`config.mk`:
```
export PLATFORM = sky130hd
export DESIGN_NAME = fpu_result_collector
export DESIGN_NICKNAME = d
export VERILOG_FILES = /design/src/rtl/fpu_result_collector.sv
export SDC_FILE = /design/constraint.sdc
export NUM_CORES = 1
export LEC_CHECK = 0
export ABC_AREA = 1
export CORE_MARGIN = 2
export CORE_UTILIZATION = 28
export CTS_CLUSTER_SIZE = 25
export DETAILED_ROUTE_END_ITERATION = 7
export SLEW_MARGIN = 20
export SYNTH_ARGS = -nofsm -noshare
export SYNTH_HDL_FRONTEND = slang
export SYNTH_SLANG_ARGS = --single-unit
```
`constraint.sdc`:
```
create_clock -name clk -period 14.3 [get_ports clk]
set_clock_uncertainty 0.2 [all_clocks]
set_input_delay 2.86 -clock clk [delete_from_list [all_inputs] [get_ports clk]]
set_output_delay 2.86 -clock clk [all_outputs]
set_load 0.05 [all_outputs]
```
`src/rtl/fpu_result_collector.sv`:
```
`default_nettype none
// ============================================================================
// Module   : fpu_result_collector
// Purpose  : Writeback collection stage of the FPU. Arbitrates the result
//            handshakes of the execution units by fixed priority (index 0
//            highest), buffers the winning result and its destination tag
//            in a 2-entry FIFO, and presents the head entry to register-file
//            writeback. Holds the sticky exception flags (fflags), which
//            accumulate as each result commits (pops) and which software
//            can overwrite through a CSR write port.
// Ports    : clk, reset           - clock, asynchronous active-high reset
//            unit_valid/ready     - per-unit result handshake
//            unit_result/flags/
//            unit_rd/unit_rd_int  - per-unit result payload
//            valid_out/ready_in   - writeback handshake
//            result_out/rd_out/
//            rd_int_out           - head entry payload (registered)
//            csr_we/csr_wdata     - fflags write port
//            fflags               - current sticky flags {NV,DZ,OF,UF,NX}
// Revision : 1.0 - initial release
// ============================================================================
module fpu_result_collector #(
    parameter int N_UNITS = 4,
    parameter int DEPTH   = 2
) (
    input  logic                  clk,
    input  logic                  reset,
    input  logic [N_UNITS-1:0]    unit_valid,
    output logic [N_UNITS-1:0]    unit_ready,
    input  logic [32*N_UNITS-1:0] unit_result,
    input  logic [5*N_UNITS-1:0]  unit_flags,
    input  logic [5*N_UNITS-1:0]  unit_rd,
    input  logic [N_UNITS-1:0]    unit_rd_int,
    output logic                  valid_out,
    input  logic                  ready_in,
    output logic [31:0]           result_out,
    output logic [4:0]            rd_out,
    output logic                  rd_int_out,
    input  logic                  csr_we,
    input  logic [4:0]            csr_wdata,
    output logic [4:0]            fflags
);

    typedef struct packed {
        logic [31:0] result;
        logic [4:0]  flags;
        logic [4:0]  rd;
        logic        rd_int;
    } entry_t;

    localparam entry_t c_entry_zero = '0;

    // Storage and control state
    entry_t      mem_q [DEPTH];
    entry_t      mem_d [DEPTH];
    logic        wr_ptr_q, wr_ptr_d;
    logic        rd_ptr_q, rd_ptr_d;
    logic [1:0]  count_q,  count_d;

    // Registered head copy feeding the outputs
    entry_t      head_q,   head_d;
    logic        valid_q,  valid_d;
    logic [4:0]  fflags_q, fflags_d;

    // Arbitration / handshake wires
    logic [N_UNITS-1:0] grant;
    entry_t             push_entry;
    logic               full;
    logic               push;
    logic               pop;
    logic               found;

    assign full = (count_q == 2'd2);

    // Fixed-priority grant; the same loop captures the winner's payload so
    // no encoded index is needed.
    always_comb begin
        grant      = '0;
        push_entry = c_entry_zero;
        found      = 1'b0;
        for (int i = 0; i < N_UNITS; i++) begin
            if (unit_valid[i] && !found) begin
                found             = 1'b1;
                grant[i]          = 1'b1;
                push_entry.result = unit_result[32*i +: 32];
                push_entry.flags  = unit_flags[5*i +: 5];
                push_entry.rd     = unit_rd[5*i +: 5];
                push_entry.rd_int = unit_rd_int[i];
            end
        end
    end

    // Ready is gated by reset directly so no unit sees an accept while the
    // FIFO is being cleared asynchronously.
    assign unit_ready = grant & {N_UNITS{!full && !reset}};
    assign push       = |(unit_valid & unit_ready);
    assign pop        = valid_q && ready_in;

    always_comb begin
        mem_d    = mem_q;
        wr_ptr_d = wr_ptr_q;
        rd_ptr_d = rd_ptr_q;
        count_d  = count_q;
        head_d   = head_q;
        valid_d  = valid_q;
        fflags_d = fflags_q;

        if (push) begin
            mem_d[wr_ptr_q] = push_entry;
            wr_ptr_d        = wr_ptr_q + 1'b1;
        end
        if (pop) begin
            rd_ptr_d = rd_ptr_q + 1'b1;
        end

        case ({push, pop})
            2'b10:   count_d = count_q + 2'd1;
            2'b01:   count_d = count_q - 2'd1;
            default: count_d = count_q;
        endcase

        // The head register looks ahead at the next FIFO state so a result
        // pushed at an edge is visible right after that edge. When the FIFO
        // drains, the head keeps its last value (deterministic don't-care).
        valid_d = (count_d != 2'd0);
        if (count_d != 2'd0) begin
            head_d = mem_d[rd_ptr_d];
        end

        // A CSR write replaces the sticky flags but still merges the flags of
        // a result committing in the same cycle.
        if (csr_we) begin
            fflags_d = csr_wdata | (pop ? head_q.flags : 5'd0);
        end else if (pop) begin
            fflags_d = fflags_q | head_q.flags;
        end
    end

    always_ff @(posedge clk or posedge reset) begin
        if (reset) begin
            for (int k = 0; k < DEPTH; k++) begin
                mem_q[k] <= c_entry_zero;
            end
            wr_ptr_q <= 1'b0;
            rd_ptr_q <= 1'b0;
            count_q  <= 2'd0;
            head_q   <= c_entry_zero;
            valid_q  <= 1'b0;
            fflags_q <= 5'd0;
        end else begin
            for (int k = 0; k < DEPTH; k++) begin
                mem_q[k] <= mem_d[k];
            end
            wr_ptr_q <= wr_ptr_d;
            rd_ptr_q <= rd_ptr_d;
            count_q  <= count_d;
            head_q   <= head_d;
            valid_q  <= valid_d;
            fflags_q <= fflags_d;
        end
    end

    assign valid_out  = valid_q;
    assign result_out = head_q.result;
    assign rd_out     = head_q.rd;
    assign rd_int_out = head_q.rd_int;
    assign fflags     = fflags_q;

endmodule
`default_nettype wire

```
==> results.toml, run 1 <==
[logic_synthesis]
synth_area_mm2 = 0.00777
synthCells = 1071
seq_area_frac_synth_pct = 44.8
synth_nets = 1257
synth_cell_type_count = 23
avgSynthCellArea_um2 = 7.25
ys_seq_elements = 139
ys_warn_count = 0

[finish]
design_area_mm2 = 0.0106
post-route-util_pct = 39.1
drive_above_1_share_pct = 4.68
syn_to_final_growth_pct = 36.5
fin_nets = 1415
final_common_cell = "nand2_1"
finalNonFillerCells = 1613
mostFrequentLayoutCells = "448 x nand2_1, 302 x nand3_1, 229 x clkdlybuf4s50_1, 139 x dfrtp_1, 49 x inv_1"

[clock_network]
postCtsHoldBufs = 0
h-tree-depth = 4
clockBufferDepth = 2
cts.repair.resized = 0
path_clk_slew_ps = 50
cts_made_buffers = 17
cts_tree = "done"
cts_sinks = 139
clock_latency_ps = 410
root_buffer = "clkbuf_16"
cts_setup_buffers = 0

[floorplan]
die_area_mm2 = 0.0291
die_height_um = 171
rows = 60
pin_count = 233
core-area_mm2 = 0.0271
chipWidth_um = 171
start_util_pct = 28.7

[place]
postPlaceCellArea_mm2 = 0.00997
gp_congestion = 0.759
numPlacedInstances = 1581
port_buffers = 232
dp_hpwl_um = 16200

[pwr]
cellPowerDensity_mw_per_mm2 = 213
ir_worst_vdd_v = 0.000163
p_leak_nw = 5.26

[setup_path]
cp.required_ps = 11240
end_kind = "output port"
arrival_ps = 5350
reg2reg_depth = 9
r2r_setup_slack_ps = 11290
critPathMaxFanout = 51
r2r_end = "result_out[2]"
worstReg2RegStart = "count_q[1]"
crit_type = "in -> out"
start_kind = "primary input"

[grt]
grt_pass1_vias = 7376
grt_first_pass_wirelength_um = 39300
grt_util_all_layers_pct = 17.5
antenna_found_initial = 1
grt-ovfl-total = 0
grt_max_degree = 73

[detailed_routing]
drt-vias-per-instance = 4.68
drt_iter0_drc = 410
drt-total-wl_um = 25100
drc = 0
vias = 7556
firstDrtPassIters = 5
ant_nets = 0
detail_route.wl_per_cell_um = 15.6

[timing]
finalCritPeriodShare_pct = 58.8
worst_pin_slew_ps = 1020
fin_tns_setup_ps = 0
min_period_ps = 8410
finalHoldViolCount = 0
relSlewSlack_pct = 31.7
setup_viol = 0
slew_violations = 0
grt_setup_unrepaired = "false"
fmax_mhz = 119

[worst_hold_path]
hold_depth = 2
min_from = "mem_q[53]"
worstHoldEndpoint = "mem_q[53]"
hold_class = "reg -> reg"

[run_status]
outcome = "complete, no violations"

[flow_run]
drv_cap = 0
## cell families after synthesis
group	synth area share, %
adders and majority gates	0.161
and+or+nand+nor	43.1
DFF	44.8
xor gates and xnor gates	0.322
buffers and inverters	11.0
muxes	0.644
## through the flow
| stage | total power [mW] | hold slack, ps | setup WS [ps] |
|---|---|---|---|
| 6_report | 2.26 | 271 | 5890 |
| 3_3_place_gp | 1.81 | 256 | 5890 |
| 4_1_cts | 2.29 | 275 | 5860 |
| 3_5_place_dp | 1.83 | 260 | 5870 |
| 2_1_floorplan | 1.53 | 244 | 7150 |
| 5_1_grt | 2.44 | 280 | 5660 |
## per-layer routing
| layer | part of all wire (%) | up-vias | track usage, % |
|---|---|---|---|
| li1 | - | 3727 | - |
| met1 | 44 | 3497 | 23.0 |
| met2 | 46 | 313 | 28.5 |
| met3 | 9.1 | 19 | 4.35 |
| met4 | 0.95 | 0 | 4.91 |
| met5 | 0 | - | 0 |
## power breakdown
group | total [mW] | switching [mW] | internal (mW) | leakage [nW]
combinational | 1.16 | 0.784 | 0.375 | 3.23
clock | 0.454 | 0.173 | 0.282 | 0.299
sequential | 0.650 | 0.0698 | 0.580 | 1.73
total | 2.26 | 1.03 | 1.24 | 5.26
## cells in the mapped netlist, drive strengths merged
cell type  number  area [µm²]
ha              1        12.5
or2             1        6.26
nor2           11        87.6
inv            54         203
nand4           1        6.26
xor2            2        25.0
nand2         451        1710
nand3b          1        20.0
clkbuf         21        78.8
dfrtp         139        3480
mux2i           5        50.1
buf            81         573
nand3         303        1520
## critical path, cell delays in order
cell and delay (ps):
buf_2 90, buf_4 290, nor2_8 510, buf_4 550
nand2_1 90, nor2_1 120, clkdlybuf4s50_1 810
## registers in the layout (all words and copies together) (netlist names)
name,cells
count_q,2
wr_ptr_q,1
head_q,5
mem_q,86
fflags,5
valid_out,1
rd_ptr_q,1
rd_out,5
result_out,32
rd_int_out,1
## area by class of cell
cell class                 count  area [µm²]
inverter                      54         208
antenna                        1        2.50
multi-input combinational    776        3450
clock buffer                  19         453
timing repair buffer         241        2390
sequential                   139        3480
tap                          372         465
fill                        2803       16500
clock inverter                11         145
## worst max-delay path by stage
stage,start,endpoint,depth (start not counted)
global route,unit_valid[0],unit_ready[2],7
detailed placement,unit_valid[0],unit_ready[3],7
global placement,unit_valid[0],unit_ready[3],7
floorplan,unit_valid[0],unit_ready[2],5
finish,unit_valid[0],unit_ready[2],7
CTS,unit_valid[0],unit_ready[3],7
Note: power is estimated with default switching activity, not from simulation.
==> run 2, diff against run 1 <==
Clock period 14.3 ns to 7.17 ns, I/O delays scaled along.
==> results.toml, run 2 (synthesized netlist as in run 1, its figures left out) <==
[run_status]
outcome = "complete, no violations"

[pwr]
p_leak_nw = 5.25
power.share.switching_pct = 45.3
pwr-share-seq_pct = 28.9
cellPowerDensity_mw_per_mm2 = 425
p_int_mw = 2.46
p_comb_share_pct = 50.8
clkPwrFrac_pct = 20.2
ir_worst_vdd_v = 0.000307
p_switching_mw = 2.04

[setup_path]
crit_type = "in -> out"
cp.required_ps = 5540
critPathMaxFanout = 44
r2r_setup_slack_ps = 4360
path_cells = "clkdlybuf4s50_1 -> inv_1 -> nor2_4 -> buf_4 -> nand2_1 -> nor2_1 -> clkdlybuf4s50_1"
r2r_end = "result_out[19]"
crit_top_cell = "clkdlybuf4s50_1"
arrival_ps = 3550
cp_slowest_cell = "clkdlybuf4s50_1"
slowest_delay_ps = 810
worstReg2RegStart = "valid_out"
end_kind = "output port"
start_kind = "primary input"
reg2reg_depth = 11

[finish]
multi_input_area_mm2 = 0.00345
nFillCells = 2868
top_register = "mem_q"
mostFrequentLayoutCells = "448 x nand2_1, 302 x nand3_1, 229 x clkdlybuf4s50_1, 139 x dfrtp_1, 49 x inv_1"
seq_area_mm2 = 0.00348
largest_register_ffs = 86
fin_nets = 1416
syn_to_final_growth_pct = 36.3
drive_above_1_share_pct = 4.83
diodes = 0
final_common_cell = "nand2_1"

[timing]
relSlewSlack_pct = 35.8
finalHoldViolCount = 0
slew_violations = 0
finalCritPeriodShare_pct = 72.3
grt_setup_unrepaired = "false"
fin_tns_setup_ps = 0
fmax_mhz = 193
setup_viol = 0
setup_slack_ps = 1990
min_period_ps = 5180
worst_pin_slew_ps = 962

[floorplan]
rows = 60
start_util_pct = 28.7
chipWidth_um = 171
die_area_mm2 = 0.0291
die_height_um = 171
core-area_mm2 = 0.0271
pin_count = 233

[place]
port_buffers = 232
gp_congestion = 0.744
dp_slack_ps = 2000
dp_hpwl_um = 16000

[clock_network]
path_clk_slew_ps = 60
clockBufferDepth = 2
h-tree-depth = 4
cts_setup_buffers = 0
cts.repair.resized = 0
cts_tree = "done"
root_buffer = "clkbuf_16"
postCtsHoldBufs = 0
cts_sinks = 139
cts_made_buffers = 17
clock_latency_ps = 410

[detailed_routing]
drc = 0
drt-vias-per-instance = 4.68
drt-total-wl_um = 24800
drt_iter0_drc = 340
detail_route.wl_per_cell_um = 15.4
firstDrtPassIters = 5
vias = 7562
ant_nets = 0

[grt]
grt_first_pass_wirelength_um = 38500
grt_util_all_layers_pct = 17.1
grt_max_degree = 73
antenna_found_initial = 0
grt-ovfl-total = 0
grt_pass1_vias = 7394

[worst_hold_path]
worstHoldEndpoint = "mem_q[8]"
hold_depth = 2
hold_class = "reg -> reg"
min_from = "mem_q[8]"

[flow_run]
drv_cap = 0
## run 2: area by class of cell
class,count,area share (%)
tap,372,4.40
clock inverter,13,1.56
timing repair buffer,242,22.5
inverter,54,1.96
sequential,139,32.9
multi-input combinational,776,32.5
clock buffer,19,4.18
## run 2: worst max path at each step
stage,cells past startpoint,to,from,slack (ps)
3_5_place_dp,7,unit_ready[3],unit_valid[3],2000
4_1_cts,7,unit_ready[3],unit_valid[3],1980
2_1_floorplan,1,count_q[0],reset,1810
6_report,7,unit_ready[3],unit_valid[3],1990
3_3_place_gp,7,unit_ready[3],unit_valid[3],2000
5_1_grt,7,unit_ready[3],unit_valid[3],1900
## run 2: critical path, delay by kind of cell
family / cells / cell delay (ps)
buf+inv: 4 / 1810
simple gates: 3 / 310
## run 2: layer usage
| layer | part of all wire [%] | vias up | GRT usage (%) |
|---|---|---|---|
| met5 | 0 | - | 0 |
| met4 | 0.91 | 0 | 4.12 |
| met3 | 7.0 | 23 | 3.98 |
| met2 | 47 | 253 | 29.0 |
| met1 | 45 | 3567 | 22.0 |
| li1 | - | 3719 | - |
## run 2: stage by stage
stage	total power [mW]	hold slack [ps]	std cells	instance area (µm²)	util (%)
after CTS	4.57	274	1615	10600	39.1
after global placement	3.59	256	1583	9980	36.8
after detailed placement	3.63	260	1583	9980	36.8
final	4.50	272	1615	10600	39.1
after global routing	4.86	287	1615	10600	39.1
after floorplan	3.06	244	1071	7770	-
## run 2: power by group through the flow
stage | registers (mW) | clock network (mW) | logic (mW)
after floorplan | 1.32 | 0 | 1.74
after global placement | 1.31 | 0 | 2.28
after detailed placement | 1.31 | 0 | 2.32
after CTS | 1.31 | 0.940 | 2.33
after global routing | 1.34 | 0.971 | 2.55
final | 1.30 | 0.911 | 2.29
